**src/rtl/imem_pkg.sv**
```systemverilog
// Shared definitions for the instruction-memory loader, the fetch-side memory and the bench.
package imem_pkg;

  typedef enum logic [2:0] {
    IDLE = 3'd0,
    LEN  = 3'd1,
    DATA = 3'd2,
    CSUM = 3'd3,
    DONE = 3'd4,
    ERR  = 3'd5
  } ldr_state_t;

  localparam logic [31:0] IMEM_BASE  = 32'hBFC00000;
  localparam int          IMEM_BYTES = 4096;
  localparam int          IMEM_OFF_W = 12;

endpackage

```
**src/rtl/imem_loader.sv**
```systemverilog
// Byte-stream loader: length, image, checksum -> instruction memory writes.
// Holds the core in reset until a complete image with a good checksum is in place.
//
// state | meaning
// IDLE  | waiting for start after reset
// LEN   | collecting the 4 big-endian length bytes
// DATA  | writing image bytes, one write per accepted byte
// CSUM  | waiting for the checksum byte
// DONE  | image good, core released
// ERR   | length or checksum failure, core held
module imem_loader
  import imem_pkg::*;
#(
  parameter int          MEM_BYTES = IMEM_BYTES,
  parameter int          OFF_W     = IMEM_OFF_W,
  parameter logic [31:0] BASE_ADDR = IMEM_BASE
) (
  input  logic        clk,
  input  logic        rst,
  input  logic        start,
  input  logic        rx_valid,
  input  logic [7:0]  rx_data,
  output logic        rx_ready,
  output logic        wr_en,
  output logic [31:0] wr_addr,
  output logic [7:0]  wr_data,
  output logic        cpu_hold,
  output logic        done,
  output logic        err
);

  localparam logic [OFF_W-1:0] OFF_ONE = OFF_W'(1);
  localparam logic [OFF_W:0]   REM_ONE = (OFF_W + 1)'(1);

  ldr_state_t       state_q;
  logic [1:0]       len_cnt_q;
  logic [23:0]      len_q;
  logic [OFF_W-1:0] offset_q;
  logic [OFF_W:0]   remaining_q;
  logic [7:0]       csum_q;
  logic             rx_ready_q;
  logic             wr_en_q;
  logic [31:0]      wr_addr_q;
  logic [7:0]       wr_data_q;
  logic             cpu_hold_q;
  logic             done_q;
  logic             err_q;

  logic             accept;
  logic [31:0]      len_d;
  logic [7:0]       csum_d;
  logic             len_bad;

  assign accept  = rx_valid & rx_ready_q;
  assign len_d   = {len_q, rx_data};
  assign csum_d  = csum_q + rx_data;
  // Word-aligned, non-empty and fits; this also guarantees the offset never wraps.
  assign len_bad = (len_d == 32'd0) || (len_d[1:0] != 2'd0) || (len_d > 32'(MEM_BYTES));

  always_ff @(posedge clk or posedge rst) begin
    if (rst) begin
      state_q     <= IDLE;
      len_cnt_q   <= '0;
      len_q       <= '0;
      offset_q    <= '0;
      remaining_q <= '0;
      csum_q      <= '0;
      rx_ready_q  <= 1'b0;
      wr_en_q     <= 1'b0;
      wr_addr_q   <= BASE_ADDR;
      wr_data_q   <= '0;
      cpu_hold_q  <= 1'b1;
      done_q      <= 1'b0;
      err_q       <= 1'b0;
    end else begin
      wr_en_q <= 1'b0;
      case (state_q)
        IDLE: begin
          if (start) begin
            state_q    <= LEN;
            rx_ready_q <= 1'b1;
            len_cnt_q  <= '0;
          end
        end
        LEN: begin
          if (accept) begin
            len_q     <= len_d[23:0];
            len_cnt_q <= len_cnt_q + 2'd1;
            if (len_cnt_q == 2'd3) begin
              if (len_bad) begin
                state_q    <= ERR;
                rx_ready_q <= 1'b0;
                err_q      <= 1'b1;
              end else begin
                state_q     <= DATA;
                offset_q    <= '0;
                remaining_q <= len_d[OFF_W:0];
                csum_q      <= '0;
              end
            end
          end
        end
        DATA: begin
          if (accept) begin
            wr_en_q     <= 1'b1;
            wr_addr_q   <= BASE_ADDR + 32'(offset_q);
            wr_data_q   <= rx_data;
            csum_q      <= csum_d;
            offset_q    <= offset_q + OFF_ONE;
            remaining_q <= remaining_q - REM_ONE;
            if (remaining_q == REM_ONE) state_q <= CSUM;
          end
        end
        CSUM: begin
          if (accept) begin
            rx_ready_q <= 1'b0;
            if (rx_data == csum_q) begin
              state_q    <= DONE;
              done_q     <= 1'b1;
              cpu_hold_q <= 1'b0;
            end else begin
              state_q <= ERR;
              err_q   <= 1'b1;
            end
          end
        end
        DONE, ERR: begin
          if (start) begin
            state_q    <= LEN;
            rx_ready_q <= 1'b1;
            len_cnt_q  <= '0;
            done_q     <= 1'b0;
            err_q      <= 1'b0;
            cpu_hold_q <= 1'b1;
          end
        end
        default: state_q <= IDLE;
      endcase
    end
  end

  assign rx_ready = rx_ready_q;
  assign wr_en    = wr_en_q;
  assign wr_addr  = wr_addr_q;
  assign wr_data  = wr_data_q;
  assign cpu_hold = cpu_hold_q;
  assign done     = done_q;
  assign err      = err_q;

endmodule

```
**config.mk**
```make
export PLATFORM = sky130hd
export DESIGN_NAME = imem_loader
export DESIGN_NICKNAME = d
export VERILOG_FILES = /design/src/rtl/imem_pkg.sv /design/src/rtl/imem_loader.sv
export SDC_FILE = /design/constraint.sdc
export NUM_CORES = 1
export LEC_CHECK = 0
export BUFFER_PORTS_ARGS = -buffer_cell sky130_fd_sc_hd__clkbuf_2
export CAP_MARGIN = 20
export CORE_MARGIN = 2
export CORE_UTILIZATION = 45
export DETAILED_ROUTE_END_ITERATION = 10
export GPL_TIMING_DRIVEN = 0
export SLEW_MARGIN = 30
export SYNTH_ARGS = -nofsm -noshare
export SYNTH_HDL_FRONTEND = slang
export SYNTH_SLANG_ARGS = --single-unit
```
**constraint.sdc**
```tcl
create_clock -name clk -period 3.9 [get_ports clk]
set_input_delay 0.39 -clock clk [delete_from_list [all_inputs] [get_ports clk]]
set_output_delay 0.39 -clock clk [all_outputs]
set_load 0.02 [all_outputs]
```
==> metrics.txt <==
first-pass GRT wire length=17600 um; fill cell count=925; final wirelength=10600 um; Synth Area in Adders=3.51%; DRT iter0 DRCs=146; Final min period=2860 ps; status=complete, no violations; Inserted Clock Buffers=9; Post-Layout Cell Count=663; die span in y=104 um; Worst slew margin=40.2%; Port Buf Inserts=36; antenna violations before repair=0; total gr overflow=0; postcts setup bufs=0; Synth Warn #=0; worst-margin pin slew=888 ps; leading cell type in the layout, fill and taps excluded=nand2_1; Clock Sinks=87; Synth Area in Simple Gates=18.6%; IO Count=57; WS Path Type=register to register; ys async rst share=100%; part of the cycle the worst path needs=73.4%; GP Congestion=0.883; RSZ-0062 raised after global routing=no; DP Worst Slack=1090 ps; Root Buffer=clkbuf_8; DRC=0; static leakage=2.46 nW; Placed Area=0.00494 mm^2; layout cells sized above 1=23.2%; most frequent cells in the layout=nand2_1, dfrtp_1, clkbuf_2, mux2_2; fmax=350 MHz; Worst Setup End Kind=register; Synth cell types=61; DRT Pass-1 Iters=5; start of the worst register-to-register path=state_q[1]; clock buffer depth=2; Worst Reg-to-Reg Cells=8; CP Data Required Time=4200 ps; Worst-Skew Late Latency=370 ps; FF-to-FF setup slack=1040 ps; total track usage=20.3%; clock slew at reported path FFs=100 ps; WHS Path Cells=3; Hold Crit Class=primary input to register; final setup violation count=0; largest net degree at the start of global routing=60; max-capacitance violation count=0; multiplexer share of the synthesized area=6.93%; reg2reg end=offset_q[5]; core area=0.00973 mm^2; synthesized flop and latch total=87; Max Slew Vio Count=0; VDD IR max=0.000306 V; Initial Util=46.2%; final worst slack=1040 ps; register area share after synthesis=48.5%; setup TNS=0 ps; final instance area=0.00516 mm^2; chip width=104 um; xor/xnor share of the synthesized area=1.17%; fin nets=549; dpl hpwl=7520 um; Rows=36; largest family of logic cells by synthesized area=simple AND/OR/NAND/NOR gates; Clock Skew=14.7 ps; Area Growth Syn to Fin=14.8%; CTS H-tree lvls=3; number of synthesized flops with an enable pin=0; TritonCTS clock tree=done; Cells after Synth=458; dpl cells=646; Syn Area/Cell=9.82 um^2; CP Max Fanout=10; Most used DFF post-synth=dfrtp_1; final hold violations=0; Critical Path Source Type=register; Vias/cell=5.48; mapped cell area=0.00450 mm^2; Hold Path Sink=wr_data[5]; DR WL/cell=15.9 um; vias in the first global route=3478; compound-cell area share of the yosys netlist=14.9%; vias=3634; hold_sp=rx_data[5]; PD cells=451 mW/mm^2; total inserted antenna cells=0; Antenna Nets Post-Route=0; Critical Path AT=3160 ps; Die Area=0.0108 mm^2
## per-layer routing
layer | share of wire (%) | global-route usage (%)
met4 | 1.7 | 7.05
met5 | 0 | 0
met1 | 47 | 28.1
met3 | 4.0 | 3.70
met2 | 48 | 32.2
## through the flow
stage          total power, mW  util (%)  hold slack, ps
5_1_grt                   2.45      53.0             312
2_1_floorplan             1.54         -             452
3_3_place_gp              1.66      50.5             457
3_5_place_dp              1.68      50.8             378
6_report                  2.33      53.0             304
4_1_cts                   2.34      53.0             294
## sequential cells by signal, summed over array words and instances, names as in the netlist, 2 cells and up
name	flops
len_q	24
remaining_q	13
offset_q	12
wr_addr	12
csum_q	8
wr_data	8
state_q	3
len_cnt_q	2
## synthesized netlist by cell type (all sizes together) (9+ instances only)
master / n / share of area, %
nor2: 18 / 1.5
clkbuf: 13 / 1.1
nand2: 95 / 7.9
ha: 11 / 3.1
dfrtp: 86 / 48
nor3: 10 / 1.1
mux2: 25 / 6.3
o21ai: 20 / 2.2
a21oi: 18 / 2.3
buf: 26 / 4.2
inv: 12 / 1.0
nand3: 14 / 1.6
a31oi: 9 / 1.3
## worst max path at each step
stage	depth (start not counted)	slack (ps)	startpoint	endpoint
after floorplan	1	1260	rst	csum_q[0]
after global placement	2	150	rst	len_q[20]
after detailed placement	8	1090	state_q[1]	offset_q[5]
after CTS	8	1040	state_q[1]	offset_q[5]
after global routing	8	730	state_q[1]	offset_q[5]
final	8	1040	state_q[1]	offset_q[5]
## repair_timing
item / 4_1_cts / 5_1_grt
endpoints found under the hold margin: 27 / 0
resized for setup: 0 / 0
hold buffers: 1 / 0
## power by group
group	switching (mW)	internal, mW	leakage [nW]	total (mW)
combinational	0.232	0.242	1.26	0.474
clock	0.356	0.303	0.101	0.659
sequential	0.139	1.06	1.10	1.19
total	0.727	1.60	2.46	2.33
## logic make-up after synthesis
logic type               Yosys count
other                              2
adder cells (fa/ha/maj)           12
AO/OA/AOI/OAI                     95
flip-flops                        87
multiplexers                      28
XOR/XNOR                           6
buffers and inverters             51
AND/OR/NAND/NOR                  177
## area by class of cell
class / instances / area [um^2] / area share [%]
sequential: 87 / 2180 / 42.2
clock buffer: 9 / 124 / 2.40
inverter: 12 / 50.0 / 0.970
clock inverter: 7 / 77.6 / 1.50
tap: 133 / 166 / 3.23
timing repair buffer: 38 / 218 / 4.22
buffer: 39 / 239 / 4.63
multi-input combinational: 338 / 2110 / 40.8
## critical path, cell delays in order, from the launching register on
cell	delay [ps]
dfrtp_1	340
clkbuf_1	350
nor3b_1	480
nand3_1	360
inv_1	210
buf_2	260
clkbuf_1	480
a21oi_1	130
a31oi_1	160
No activity file was read; power rests on OpenSTA's default activity.
